[src/rtl/capture_seq_pkg.sv]
// capture_seq_pkg: shared encodings and helpers for the capture sequencer.
package capture_seq_pkg;

    typedef enum logic [2:0] {
        IDLE      = 3'b000,
        PRIME     = 3'b001,
        WAIT_TRIG = 3'b010,
        STROBE    = 3'b011,
        STORING   = 3'b100,
        DRAINING  = 3'b101
    } seqState_t;

    localparam logic [1:0] LANE_DI  = 2'd0;
    localparam logic [1:0] LANE_DID = 2'd1;
    localparam logic [1:0] LANE_DQ  = 2'd2;
    localparam logic [1:0] LANE_DQD = 2'd3;

    localparam int STROBE_LEN = 2;

    localparam logic [1:0] SS_RESET   = 2'b00;
    localparam logic [1:0] SS_READY   = 2'b01;
    localparam logic [1:0] SS_STORING = 2'b10;
    localparam logic [1:0] SS_SENDING = 2'b11;

    function automatic logic [7:0] laneSelect(input logic [31:0] data, input logic [1:0] lane);
        return lane == LANE_DI  ? data[31:24] :
               lane == LANE_DID ? data[23:16] :
               lane == LANE_DQ  ? data[15:8]  : data[7:0];
    endfunction

endpackage

[src/rtl/trigger_detector.sv]
// trigger_detector: latches trigger settings on Load, tracks the previous lane sample, flags a crossing.
module trigger_detector
    import capture_seq_pkg::*;
(
    input  logic        WriteClock,
    input  logic        Reset,
    input  logic        Load,
    input  logic        Sample,
    input  logic [31:0] DataIn,
    input  logic [1:0]  TrigLane,
    input  logic [7:0]  TrigLevel,
    input  logic        TrigRising,
    output logic        Hit
);

    logic [1:0] lane;
    logic [7:0] level;
    logic       rising;
    logic [7:0] prev;
    logic [7:0] current;

    assign current = laneSelect(DataIn, lane);
    assign Hit = Sample && (rising ? (prev < level && current >= level)
                                   : (prev >= level && current < level));

    // Settings and the first reference sample are captured together; afterwards prev follows the lane.
    always_ff @(posedge WriteClock or posedge Reset) begin
        if (Reset) begin
            lane   <= LANE_DI;
            level  <= '0;
            rising <= 1'b0;
            prev   <= '0;
        end else if (Load) begin
            lane   <= TrigLane;
            level  <= TrigLevel;
            rising <= TrigRising;
            prev   <= laneSelect(DataIn, TrigLane);
        end else if (Sample) begin
            prev   <= current;
        end
    end

endmodule

[src/rtl/capture_sequencer.sv]
// capture_sequencer: arms, triggers on a lane crossing, strobes storage and follows it to drain.
// Build option CAPTURE_SEQ_AUTO_TRIGGER_EN forces a trigger after AUTO_TIMEOUT cycles in WAIT_TRIG.
module capture_sequencer
    import capture_seq_pkg::*;
#(
    parameter int AUTO_TIMEOUT = 1000000,
    parameter int CNT_W        = 16
) (
    input  logic             WriteClock,
    input  logic             Reset,
    input  logic [31:0]      DataIn,
    input  logic             Arm,
    input  logic             Abort,
    input  logic             Continuous,
    input  logic [1:0]       TrigLane,
    input  logic [7:0]       TrigLevel,
    input  logic             TrigRising,
    input  logic [1:0]       StorageState,
    output logic             WriteStrobe,
    output logic             Busy,
    output logic [2:0]       SeqState,
    output logic             Triggered,
    output logic             AutoTriggered,
    output logic             Error,
    output logic [CNT_W-1:0] CaptureCount
);

    seqState_t state;
    logic      strobeCnt;
    logic      hit;
    logic      autoFire;
    logic      fire;

    assign SeqState = state;
    assign fire = hit || autoFire;

    trigger_detector detector (
        .WriteClock (WriteClock),
        .Reset      (Reset),
        .Load       (state == PRIME),
        .Sample     (state == WAIT_TRIG),
        .DataIn     (DataIn),
        .TrigLane   (TrigLane),
        .TrigLevel  (TrigLevel),
        .TrigRising (TrigRising),
        .Hit        (hit)
    );

`ifdef CAPTURE_SEQ_AUTO_TRIGGER_EN
    localparam logic [23:0] TIMEOUT_LAST = 24'(AUTO_TIMEOUT - 1);
    logic [23:0] waitCnt;

    assign autoFire = state == WAIT_TRIG && waitCnt == TIMEOUT_LAST;

    // Cycles spent in WAIT_TRIG; PRIME always precedes WAIT_TRIG so it clears the count.
    always_ff @(posedge WriteClock or posedge Reset) begin
        if (Reset)
            waitCnt <= '0;
        else if (state == PRIME)
            waitCnt <= '0;
        else if (state == WAIT_TRIG)
            waitCnt <= waitCnt + 24'd1;
    end
`else
    assign autoFire = 1'b0;
`endif

    // Sequencer FSM; Abort outranks everything, a storage reset mid-capture is latched as Error.
    always_ff @(posedge WriteClock or posedge Reset) begin
        if (Reset) begin
            state         <= IDLE;
            strobeCnt     <= 1'b0;
            WriteStrobe   <= 1'b0;
            Busy          <= 1'b0;
            Triggered     <= 1'b0;
            AutoTriggered <= 1'b0;
            Error         <= 1'b0;
            CaptureCount  <= '0;
        end else begin
            Triggered <= 1'b0;
            if (Abort) begin
                state       <= IDLE;
                WriteStrobe <= 1'b0;
                Busy        <= 1'b0;
            end else if ((state == STROBE || state == STORING || state == DRAINING) && StorageState == SS_RESET) begin
                state       <= IDLE;
                WriteStrobe <= 1'b0;
                Busy        <= 1'b0;
                Error       <= 1'b1;
            end else begin
                case (state)
                    IDLE: if (Arm && StorageState == SS_READY) begin
                        state         <= PRIME;
                        Busy          <= 1'b1;
                        Error         <= 1'b0;
                        AutoTriggered <= 1'b0;
                    end
                    PRIME: state <= WAIT_TRIG;
                    WAIT_TRIG: if (fire) begin
                        state         <= STROBE;
                        WriteStrobe   <= 1'b1;
                        Triggered     <= 1'b1;
                        AutoTriggered <= !hit;
                        strobeCnt     <= 1'b0;
                    end
                    STROBE: if (strobeCnt == 1'(STROBE_LEN - 1)) begin
                        state       <= STORING;
                        WriteStrobe <= 1'b0;
                    end else begin
                        strobeCnt <= strobeCnt + 1'b1;
                    end
                    STORING: if (StorageState == SS_SENDING) state <= DRAINING;
                    DRAINING: if (StorageState == SS_READY) begin
                        CaptureCount <= CaptureCount + 1'b1;
                        state        <= Continuous ? PRIME : IDLE;
                        Busy         <= Continuous;
                    end
                    default: begin
                        state       <= IDLE;
                        WriteStrobe <= 1'b0;
                        Busy        <= 1'b0;
                    end
                endcase
            end
        end
    end

endmodule

[config.mk]
export PLATFORM = sky130hd
export DESIGN_NAME = capture_sequencer
export DESIGN_NICKNAME = d
export VERILOG_FILES = /design/src/rtl/capture_seq_pkg.sv /design/src/rtl/trigger_detector.sv /design/src/rtl/capture_sequencer.sv
export SDC_FILE = /design/constraint.sdc
export NUM_CORES = 1
export LEC_CHECK = 0
export BUFFER_PORTS_ARGS = -buffer_cell sky130_fd_sc_hd__clkbuf_2
export CORE_MARGIN = 1.5
export CORE_UTILIZATION = 55
export CTS_BUF_LIST = sky130_fd_sc_hd__clkbuf_2
export CTS_CLUSTER_SIZE = 24
export DETAILED_ROUTE_END_ITERATION = 7
export PLACE_DENSITY = 0.83
export SLEW_MARGIN = 10
export SYNTH_ARGS = -nofsm -noshare
export SYNTH_HDL_FRONTEND = slang
export SYNTH_HIERARCHICAL = 1
export SYNTH_SLANG_ARGS = --single-unit
export TNS_END_PERCENT = 1
[constraint.sdc]
create_clock -name WriteClock -period 3.8 [get_ports WriteClock]
set_input_delay 0.38 -clock WriteClock [delete_from_list [all_inputs] [get_ports WriteClock]]
set_output_delay 0.38 -clock WriteClock [all_outputs]
set_load 0.005 [all_outputs]
* After elaboration in Yosys (flattened, before gate mapping)
Index checks and enable logic that the tools add are counted.
** Storage, ports and cells
- Register bits :: 44
- Input bits :: 50
- Logic and storage cells :: 106
- Output and inout bits :: 24
** Cells by class
- Order comparisons :: 4
- Add/subtract/negate cells :: 2
- Mux-type cells :: 40
- Equality and inequality tests :: 20
- Bitwise operators :: 2
- Reductions and logical operators :: 26
** Operators by type and width (number)
- $mux 8 :: 8
- $mux 3 :: 7
- $mux 1 :: 20
- $pmux 3 s6 :: 1
- $add 16x1->16 const B :: 1
- $ge 8x8->1 :: 2
- $lt 8x8->1 :: 2
- $reduce_and 5->1 :: 2
- $reduce_bool 2->1 :: 5
- $reduce_and 3->1 :: 3
- $ne 4x2->1 const B :: 2
- $ne 4x4->1 const B :: 2
- $reduce_and 4->1 :: 2
- $reduce_or 4->1 :: 2
- $eq 2x1->1 const B :: 3
- $eq 2x2->1 const B :: 3
- $eq 3x2->1 const B :: 2
- $eq 3x3->1 const B :: 2
- $logic_not 2->1 :: 3
- $ne 3x1->1 const B :: 2
- $pmux 1 s3 :: 2
- $logic_and 1x1->1 :: 5
- $ne 2x2->1 const B :: 2
- $ne 4x3->1 const B :: 1
- 7 further kinds :: 10

* Longest topological paths before layout
Gate-level depths: netlist of the first run.
- Depth after elaboration :: 12
- Depth in mapped cells :: 13
- Depth with buffers taken out :: 12

* Cells and area by module
The synthesis of the first run kept the hierarchy.
** Modules (own cells, without submodules)
- trigger_detector :: area each 1537.7 um2, instances 1, seq. area each 475.5 um2, cells each 139
- capture_sequencer :: area each 1326.3 um2, instances 1, seq. area each 625.6 um2, cells each 133

* Worst setup path before layout of the first run
Ideal clock, no wire load.
- Kind :: reg-to-reg
- From :: reg detector.lane[0]
- To :: reg AutoTriggered
- Cell stages (with the launch flop) :: 12
- Required time :: 3.676 ns
- Clock period less this slack :: 2.841 ns
- Arrival time :: 2.717 ns
- Setup time :: 0.124 ns
- Setup slack :: 0.959 ns
- Path buffers :: 1
- Cells stage by stage :: dfrtp_1 > buf_6 > mux4_2 > ha_1 > nand4_1 > a31oi_1 > nor3_1 > nor4b_2 > o21a_1 > nor4bb_1 > a31oi_1 > o31a_1
** On the way
- Word-level cells in the longest chain between the ends :: 11
- Elaborated cells on any way between the ends :: 17
- Classes of those cells :: order compare: 2; eq/ne: 3; mux: 6; reduce/logical: 6
** Ends and longest elaborated chain
- from (decl) :: line trigger_detector.sv:16 : logic [1:0] lane;
- from (signal assigned) :: line trigger_detector.sv:34 : lane <= TrigLane;
- $eq 2x2->1 :: line capture_seq_pkg.sv:28 : lane == LANE_DQ ? data[15:8] : data[7:0];
- $mux 8 :: line capture_seq_pkg.sv:28
- $mux 8 :: line capture_seq_pkg.sv:27 : lane == LANE_DID ? data[23:16] :
- $mux 8 * :: line capture_seq_pkg.sv:26 : return lane == LANE_DI ? data[31:24] :
- $lt 8x8->1 or $ge 8x8->1 (tied branches) :: line trigger_detector.sv:24, trigger_detector.sv:23
- $logic_and 1x1->1, on equally long branches :: line trigger_detector.sv:24, trigger_detector.sv:23
- $mux 1 * :: line trigger_detector.sv:23 : assign Hit = Sample && (rising ? (prev < level && current >= level)
- $logic_and 1x1->1 * :: line trigger_detector.sv:23
- named net fire :: line capture_sequencer.sv:32 : logic fire;
- $logic_not 1->1 :: line capture_sequencer.sv:103 : AutoTriggered <= !hit;
- $mux 1 :: line capture_sequencer.sv:99 : WAIT_TRIG: if (fire) begin
- $pmux 1 s2 :: line capture_sequencer.sv:91 : case (state)
- to (signal assigned) :: line capture_sequencer.sv:103
- to (decl) :: line capture_sequencer.sv:23 : output logic AutoTriggered,
Mark *: on every way through the listed nets, which the timed path passes. The rest lies on a longest branch. The select of a mux whose other input is x is not followed.
A chain may end at the register's enable or synchronous reset.

* Worst setup path in the final report of the first run
- From :: reg detector.lane[0]
- To :: reg WriteStrobe
** On the way
- Word-level cells in the longest chain between the ends :: 10
- Elaborated cells on any way between the ends :: 14
- Classes of those cells :: order compare: 2; eq/ne: 3; mux: 4; reduce/logical: 5
** Ends and longest elaborated chain
- $eq 2x2->1 :: line capture_seq_pkg.sv:28
- $mux 8 :: line capture_seq_pkg.sv:28
- $mux 8 :: line capture_seq_pkg.sv:27
- $mux 8 * :: line capture_seq_pkg.sv:26
- $lt 8x8->1 or $ge 8x8->1 (tied branches) :: line trigger_detector.sv:24, trigger_detector.sv:23
- $logic_and 1x1->1, on equally long branches :: line trigger_detector.sv:24, trigger_detector.sv:23
- $mux 1 * :: line trigger_detector.sv:23
- $logic_and 1x1->1 * :: line trigger_detector.sv:23
- named net fire :: line capture_sequencer.sv:32
- $ne 4x4->1 (no source line) *
- $reduce_and 3->1 (no source line) *
- to (signal assigned) :: line capture_sequencer.sv:73 : WriteStrobe <= 1'b0;
- to (signal assigned) :: line capture_sequencer.sv:83 : WriteStrobe <= 1'b0;
- to (signal assigned) :: line capture_sequencer.sv:87 : WriteStrobe <= 1'b0;
- to (decl) :: line capture_sequencer.sv:19 : output logic WriteStrobe,
Mark *: on every way through the listed nets, which the timed path passes. The rest lies on a longest branch.

==> impl_metrics.json, run 1 <==
{
  "status": "finished clean",
  "seq_area_mm2": 0.00110,
  "relSlewSlack": 0.372,
  "rsz0062_at_grt": "no",
  "placed_cells": 403,
  "critPathKind": "reg -> reg",
  "min_path_type": "in -> async",
  "synth_area_per_cell_um2": 10.5,
  "period_needed_ns": 3.33,
  "n_antenna_cell": 0,
  "slew_viol_final": 0,
  "cts_resized": 0,
  "dieArea_mm2": 0.00565,
  "synth.most_common_cell": "dfrtp_1",
  "die_x_um": 75.2,
  "grt_usage": 0.224,
  "cp-end-kind": "flip-flop",
  "drc": 0,
  "ys_warn_count": 6,
  "dieHeight_um": 75.2,
  "cts_tree": "built",
  "n_fill_cell": 442,
  "synthAdderAreaFrac": 0.0743,
  "num_io_pins": 74,
  "final_area_mm2": 0.00333,
  "fmax_mhz": 301,
  "synth_xor_area_frac": 0.0459,
  "clkPwrFrac": 0.165,
  "cts_setup_buffers": 0,
  "core_area_mm2": 0.00507,
  "grt_pass1_vias": 2167,
  "swShare": 0.376,
  "post-route-period-util": 0.876,
  "fin_util": 0.657,
  "clock_latency_ns": 0.41,
  "tns_ns": 0,
  "hold_viol_final": 0,
  "synth_seq_cells": 44,
  "reg2reg_slack_ns": 0.47,
  "clk_pin_slew_ns": 0.24,
  "yosysSeqAreaShare": 0.384,
  "r2r-start": "detector/lane[0]",
  "layout_setup_ws_ns": 0.472,
  "port_buffers": 73,
  "grt_max_degree": 35,
  "ctsHoldBuffers": 0,
  "syn_area_mm2": 0.00286,
  "place_ws_ns": 0.493,
  "cp_max_fo": 9,
  "postPlaceCellArea_mm2": 0.00326,
  "fin_total_pwr_mw": 1.68,
  "vias": 2322,
  "cp_data_required_time_ns": 4.13,
  "cap_violations": 0,
  "post-dp-hpwl_um": 4380,
  "ctsRootBufferMaster": "clkbuf_2",
  "initialDrtViolationCount": 126,
  "cts_buffers": 5,
  "antenna_found_initial": 0,
  "grt_pass1_wl_um": 9720,
  "ys.flop_type": "dfrtp_1",
  "synthTopCellsByCount": "44 x dfrtp_1, 28 x nand2_1, 17 x ha_1",
  "stdcell_count": 411,
  "synthesis.instances": 272,
  "synthMuxAreaShare": 0.177,
  "synth_top_family_by_area": "multiplexers",
  "crit_arrival_ns": 3.66,
  "finalClockSkew_ns": 0.00893,
  "synth-edff-count": 0,
  "yosysUniqueCellTypes": 48,
  "wirelength_um": 5690,
  "rr_endpoint": "WriteStrobe",
  "fin_worst_hold_slack_ns": 0.0336,
  "avgViaCountPerCell": 5.65,
  "layout-drive-gt1-share": 0.328,
  "htreeDepth": 2,
  "detail_route.first_pass.iterations": 4,
  "intPower_mw": 1.05,
  "synth_compound_area_frac": 0.110,
  "tightest_slew_ns": 0.941,
  "power_frac_seq": 0.397,
  "ant_nets": 0,
  "rows": 26,
  "setup_violations": 0,
  "irDropWorstVdd_mv": 0.331,
  "leakage_nw": 1.61,
  "multi_input_area_mm2": 0.00164,
  "start_util": 0.564,
  "globalplace.congestion": 0.882,
  "synth_nets": 339,
  "p_switching_mw": 0.630,
  "synthTopCellsByArea": "dfrtp_1 38%, mux4_2 13%, ha_1 7.4%, nand2_1 3.7%, mux2i_1 2.8%",
  "pwr-share-comb": 0.438,
  "final_net_count": 407,
  "critPathLaunchType": "flip-flop",
  "synth_top_cell_by_area": "dfrtp_1",
  "synthToLayoutAreaGrowth_pct": 16.4,
  "clock_sinks": 44,
  "synth_top_area_frac": 0.384,
  "ys_async_sr_fraction": 1.00,
  "wl_per_cell_um": 13.8,
  "pwr_density_cell_mw_per_mm2": 503,
  "globalRoute.totalOverflow": 0,
  "synth_simple_gate_area_share": 0.163,
  "cts_max_path_buffers": 2,
  "r2r_cells": 11
}
## final cells by class
| class | instances | share of cell area |
|---|---|---|
| clock buffer | 5 | 0.00750 |
| inverter | 15 | 0.0169 |
| tap | 70 | 0.0263 |
| multi-input combinational | 199 | 0.491 |
| clock inverter | 3 | 0.0139 |
| timing repair buffer | 75 | 0.114 |
| sequential | 44 | 0.330 |
## power by group through the flow
| stage | sequential (mW) | clock [mW] | combinational [mW] |
|---|---|---|---|
| 6_report | 0.666 | 0.277 | 0.735 |
| 3_3_place_gp | 0.671 | 0 | 0.687 |
| 4_1_cts | 0.666 | 0.287 | 0.735 |
| 5_1_grt | 0.681 | 0.304 | 0.837 |
| 3_5_place_dp | 0.675 | 0 | 0.720 |
| 2_1_floorplan | 0.616 | 0 | 0.614 |
## cells by family (layout without fill, tap and decap cells)
logic type	after synthesis	in the layout
xor gates and xnor gates	15	15
DFF	44	44
AOI/OAI and AO/OA	52	52
buffers and inverters	29	98
and+or+nand+nor	85	85
muxes	30	30
adders and majority gates	17	17
## worst max path at each step
stage	from	end	slack [ns]
detailed placement	detector/lane[0]	AutoTriggered	0.49
global route	detector/lane[0]	WriteStrobe	0.13
CTS	detector/lane[0]	AutoTriggered	0.44
floorplan	detector/lane[0]	AutoTriggered	0.96
finish	detector/lane[0]	WriteStrobe	0.47
global placement	detector/lane[0]	AutoTriggered	0.56
## critical path: stages, from the launching register on
cell     delay (ns)
dfrtp_1        0.70
mux4_2         0.59
ha_1           0.33
nand4_1        0.15
a31oi_1        0.22
nor3_1         0.10
nor4b_2        0.27
o21a_1         0.21
nor2_1         0.05
a31oi_1        0.24
o21ai_0        0.13
a31o_2         0.27
## placed cells by master (no fill, tap or decap), drive strengths merged, types with 2 or more instances in the layout
| master | n |
|---|---|
| clkbuf | 78 |
| dfrtp | 44 |
| nand2 | 28 |
| o21ai | 22 |
| ha | 17 |
| mux4 | 16 |
| inv | 16 |
| nor2 | 13 |
| a21oi | 11 |
| xnor2 | 9 |
| nand3 | 9 |
| mux2i | 8 |
| nand4 | 7 |
| nor3 | 7 |
| xor2 | 6 |
| mux2 | 6 |
| a31oi | 4 |
| and3 | 3 |
| nor4bb | 3 |
| o211ai | 3 |
| nand2b | 2 |
| nor2b | 2 |
| o21a | 2 |
| o31a | 2 |
| buf | 2 |
| nor3b | 2 |
## sequential cells by signal, summed over array words and instances, names as in the netlist, 2 cells and up
signal	cells
detector/lane	2
SeqState	3
CaptureCount	16
detector/level	8
detector/prev	8
## routing by layer
metal / GRT usage / vias up / part of all wire
met2: 0.376 / 96 / 0.47
met1: 0.294 / 1082 / 0.45
met3: 0.0482 / 12 / 0.059
met4: 0.0694 / 0 / 0.017
met5: 0 / - / 0
li1: - / 1132 / -
(Power assumes the default switching activity.)
==> inputs of run 2 (changes only) <==
- RECOVER_POWER: default -> 100
==> run 2 against run 1 <==
First-iteration DRC count fell by 22%; via count fell by 0.52%; sequential power barely moved; clock skew rose by 0.0019 ns; global-route usage did not move; combinational power fell by 1%; core utilization fell by 1.1 points; sequential cell count did not move; final cell count did not move; critical path depth fell by 1; count of clock-buffer cells in the layout did not move; critical endpoint is now AutoTriggered.
==> impl_metrics.json, run 2 (synthesis results as in run 1) <==
{
  "crit_slowest_cell": "dfrtp_1",
  "cts_setup_buffers": 0,
  "wirelength_um": 5750,
  "drc": 0,
  "die_x_um": 75.2,
  "vias": 2310,
  "reg2reg_slack_ns": 0.46,
  "min_path_type": "in -> async",
  "startpoint": "detector/lane[0]",
  "crit_chain": "mux4_2 -> ha_1 -> nand4_1 -> a31oi_1 -> nor3_1 -> nor4b_2 -> o21a_1 -> nor4bb_1 -> a31oi_1 -> o31a_1",
  "fmax_mhz": 299,
  "r2r_cells": 10,
  "rsz0062_at_grt": "no",
  "initialDrtViolationCount": 98,
  "clock_sinks": 44,
  "globalRoute.totalOverflow": 0,
  "hold_viol_final": 0,
  "post-dp-hpwl_um": 4380,
  "cp-end-kind": "flip-flop",
  "cp_common_cell": "a31oi_1",
  "port_buffers": 73,
  "leakage_nw": 1.49,
  "n_fill_cell": 463,
  "wl_per_cell_um": 14.0,
  "antenna_found_initial": 0,
  "htreeDepth": 2,
  "grt_max_degree": 35,
  "ctsHoldBuffers": 0,
  "setup_violations": 0,
  "detail_route.first_pass.iterations": 4,
  "ant_nets": 0,
  "timing.critical_path.max_delay_family": "simple AND/OR/NAND/NOR gates",
  "cp_data_required_time_ns": 4.13,
  "crit_arrival_ns": 3.67,
  "cts_max_path_buffers": 2,
  "irDropWorstVdd_mv": 0.328,
  "grt_pass1_wl_um": 9720,
  "core_area_mm2": 0.00507,
  "reg_top3": "CaptureCount x16, detector/level x8, detector/prev x8",
  "cts_buffers": 5,
  "post-route-period-util": 0.880,
  "num_io_pins": 74,
  "clock_latency_ns": 0.41,
  "start_util": 0.564,
  "clk_pin_slew_ns": 0.24,
  "dieHeight_um": 75.2,
  "regMostFlops": "CaptureCount",
  "layout.cells.most_common_list": "57 x clkbuf_2, 44 x dfrtp_1, 28 x nand2_1",
  "n_antenna_cell": 0,
  "status": "finished clean",
  "tns_ns": 0,
  "final_common_cell": "clkbuf_2",
  "layout-drive-gt1-share": 0.252,
  "rr_endpoint": "AutoTriggered",
  "cp_slowest_stage_delay_ns": 0.70,
  "final_net_count": 407,
  "relSlewSlack": 0.175,
  "globalplace.congestion": 0.882,
  "avgViaCountPerCell": 5.62,
  "period_needed_ns": 3.34,
  "r2r-start": "detector/lane[0]",
  "grt_pass1_vias": 2167,
  "finalClockSkew_ns": 0.0108,
  "multi_input_area_mm2": 0.00161,
  "ctsRootBufferMaster": "clkbuf_2",
  "seq_area_mm2": 0.00110,
  "largest_reg_flops": 16,
  "slew_viol_final": 0,
  "dieArea_mm2": 0.00565,
  "fin_util": 0.646,
  "grt_usage": 0.224,
  "cap_violations": 0,
  "pwr_density_cell_mw_per_mm2": 510,
  "synthToLayoutAreaGrowth_pct": 14.4,
  "fin_worst_hold_slack_ns": 0.0322,
  "tightest_slew_ns": 1.24,
  "critPathKind": "reg -> reg",
  "rows": 26,
  "cts_tree": "built",
  "critPathLaunchType": "flip-flop",
  "cp_max_fo": 9,
  "crit_buf_inv": 0,
  "cts_resized": 0
}
[run 2: cell count changes in the layout (fill, tap and decap cells not counted), moves of 2 or more]
cell,delta
clkbuf_1,+22
clkbuf_2,-21
nor3_1,+2
nor3_4,-2
o21ai_0,+7
o21ai_1,-7
[run 2: layout make-up]
cell class	count	area share
Sequential cell	44	0.336
Tap cell	70	0.0267
Multi-Input combinational cell	199	0.491
Inverter	15	0.0172
Timing Repair Buffer	75	0.107
Clock buffer	5	0.00764
Clock inverter	3	0.0141
[run 2: report_power, final]
group	internal (mW)	leakage [nW]	switching [mW]
logic	0.358	0.874	0.367
registers	0.569	0.579	0.0960
clock network	0.113	0.0396	0.167
[run 2: worst max path at each step]
stage / to / slack (ns) / cells after the start
global placement: AutoTriggered / 0.56 / 10
CTS: AutoTriggered / 0.44 / 10
global route: WriteStrobe / 0.13 / 11
finish: AutoTriggered / 0.46 / 10
detailed placement: AutoTriggered / 0.49 / 10
floorplan: AutoTriggered / 0.96 / 11
[run 2: metal layers]
metal  vias up  track usage  wire length [um]
met1      1091        0.294              2630
met4         0       0.0694               112
met3        13       0.0482               314
met5         -            0                 0
met2        78        0.376              2690
li1       1128            -                 -
[run 2: stage by stage]
step	power [mW]	worst slack [ns]	cell area, um2	instances
after floorplan	1.23	0.959	2860	272
after global placement	1.36	0.562	3260	403
after detailed placement	1.40	0.493	3260	403
after CTS	1.69	0.437	3330	411
after global routing	1.81	0.132	3280	411
final	1.67	0.457	3280	411
[run 2: worst register-to-register path: stages (launching register included)]
cell and delay (ns):
dfrtp_1 0.70, mux4_2 0.59, ha_1 0.33, nand4_1 0.15, a31oi_1 0.22, nor3_1 0.10, nor4b_2 0.27, o21a_1 0.21
nor4bb_1 0.37, a31oi_1 0.07, o31a_1 0.24
==> inputs of run 3 (changes only) <==
- BUFFER_PORTS_ARGS: -buffer_cell sky130_fd_sc_hd__clkbuf_2 -> -buffer_cell sky130_fd_sc_hd__buf_4
==> run 3 against run 2 <==
Combinational power about the same; critical endpoint is now WriteStrobe; highest routed layer unchanged; clock skew increased by 0.015 ns; count of clock-buffer cells in the layout stayed put.
==> impl_metrics.json, run 3 (synthesis results as in run 1) <==
{
  "leakage_nw": 1.60,
  "grtUsageMet2": 0.397,
  "post-route-period-util": 0.904,
  "cp-end-kind": "flip-flop",
  "htreeDepth": 2,
  "detail_route.first_pass.iterations": 4,
  "drc": 0,
  "cts_setup_buffers": 0,
  "largest_reg_flops": 16,
  "grt_pass1_vias": 2185,
  "wirelength_um": 5870,
  "post-dp-hpwl_um": 4570,
  "irDropWorstVdd_mv": 0.366,
  "use_met3": 0.0495,
  "grt_usage": 0.226,
  "synthToLayoutAreaGrowth_pct": 21.4,
  "layout.cells.most_common_list": "49 x buf_4, 44 x dfrtp_1, 28 x nand2_1",
  "critPathKind": "reg -> reg",
  "regMostFlops": "CaptureCount",
  "die_x_um": 75.2,
  "rows": 26,
  "globalRoute.totalOverflow": 0,
  "crit_arrival_ns": 3.78,
  "port_buffers": 73,
  "grt_pass1_wl_um": 9820,
  "final_net_count": 407,
  "ctsHoldBuffers": 0,
  "globalplace.congestion": 0.869,
  "rsz0062_at_grt": "no",
  "core_area_mm2": 0.00507,
  "status": "finished clean",
  "relSlewSlack": 0.179,
  "hold_viol_final": 0,
  "n_fill_cell": 415,
  "layout-drive-gt1-share": 0.311,
  "clock_latency_ns": 0.44,
  "clk_pin_slew_ns": 0.24,
  "final_common_cell": "buf_4",
  "antenna_found_initial": 0,
  "met1_usage": 0.288,
  "place_ws_ns": 0.474,
  "clock_sinks": 44,
  "period_needed_ns": 3.44,
  "cts_tree": "built",
  "ant_nets": 0,
  "tns_ns": 0,
  "fin_util": 0.685,
  "n_antenna_cell": 0,
  "critPathLaunchType": "flip-flop",
  "cts_buffers": 5,
  "multi_input_area_mm2": 0.00160,
  "dieArea_mm2": 0.00565,
  "grt_max_degree": 35,
  "top_usage_layer": "met2",
  "tightest_slew_ns": 1.23,
  "cap_violations": 0,
  "pwr_density_cell_mw_per_mm2": 481,
  "ctsRootBufferMaster": "clkbuf_2",
  "setup_violations": 0,
  "min_path_type": "in -> async",
  "num_io_pins": 74,
  "avgViaCountPerCell": 5.63,
  "finalClockSkew_ns": 0.0254,
  "wl_per_cell_um": 14.3,
  "reg_top3": "CaptureCount x16, detector/level x8, detector/prev x8",
  "dieHeight_um": 75.2,
  "cts_resized": 0,
  "cp_max_fo": 9,
  "cts_max_path_buffers": 2,
  "cp_data_required_time_ns": 4.14,
  "fmax_mhz": 291,
  "start_util": 0.564,
  "vias": 2314,
  "seq_area_mm2": 0.00110,
  "slew_viol_final": 0,
  "initialDrtViolationCount": 155,
  "layout_setup_ws_ns": 0.365
}
-- run 3: cell count changes in the layout (fill, tap and decap cells not counted) --
cell      delta
mux2_2       +1
clkbuf_4    +24
clkbuf_1    -20
nor4b_1      +1
clkbuf_2    -52
mux2_1       -1
buf_4       +48
nor4b_2      -1
-- run 3: final timing paths --
path | slack, ns | depth (start not counted) | to | from
setup / recovery | 0.36 | 11 | WriteStrobe | detector/lane[0]
hold / removal | 0.05 | 2 | detector/level[5] | Reset
setup reg to reg | 0.36 | 11 | WriteStrobe | detector/lane[0]
hold reg to reg | 0.49 | 1 | CaptureCount[15] | CaptureCount[15]
max in group asynchronous | 3.09 | 2 | SeqState[1] | Reset
min in group WriteClock | 0.14 | 3 | detector/level[4] | TrigLevel[4]
-- run 3: worst max-delay path, cell delays in order (launching register included) --
cell     delay, ns
dfrtp_1       0.69
mux4_2        0.58
ha_1          0.34
nand4_1       0.14
a31oi_1       0.21
nor3_1        0.09
nor4b_1       0.36
o21a_1        0.23
nor2_1        0.06
a31oi_1       0.26
o21ai_0       0.13
a31o_2        0.26
-- run 3: area by class of cell --
type,instances,share of cell area
tap,70,0.0252
multi-input combinational,199,0.461
clock inverter,3,0.0133
inverter,15,0.0162
sequential,44,0.317
timing repair buffer,75,0.160
clock buffer,5,0.00720
-- run 3: per-layer routing --
layer	up-vias	part of all wire
met4	0	0.0078
met1	1084	0.44
li1	1136	-
met3	6	0.061
met2	88	0.50
met5	-	0
-- run 3: report_power, final --
group          leakage (nW)  internal [mW]  total [mW]  switching, mW
Sequential            0.579          0.569       0.666         0.0964
Combinational         0.978          0.371       0.725          0.354
Clock                0.0396          0.113       0.281          0.168
-- run 3: per-stage QoR --
stage	total power, mW	instances	cell area (um2)	hold WS (ns)
2_1_floorplan	1.23	272	2860	0.331
3_3_place_gp	1.37	403	3450	0.464
3_5_place_dp	1.42	403	3450	0.473
4_1_cts	1.70	411	3520	0.0439
5_1_grt	1.82	411	3480	0.0719
6_report	1.67	411	3480	0.0474
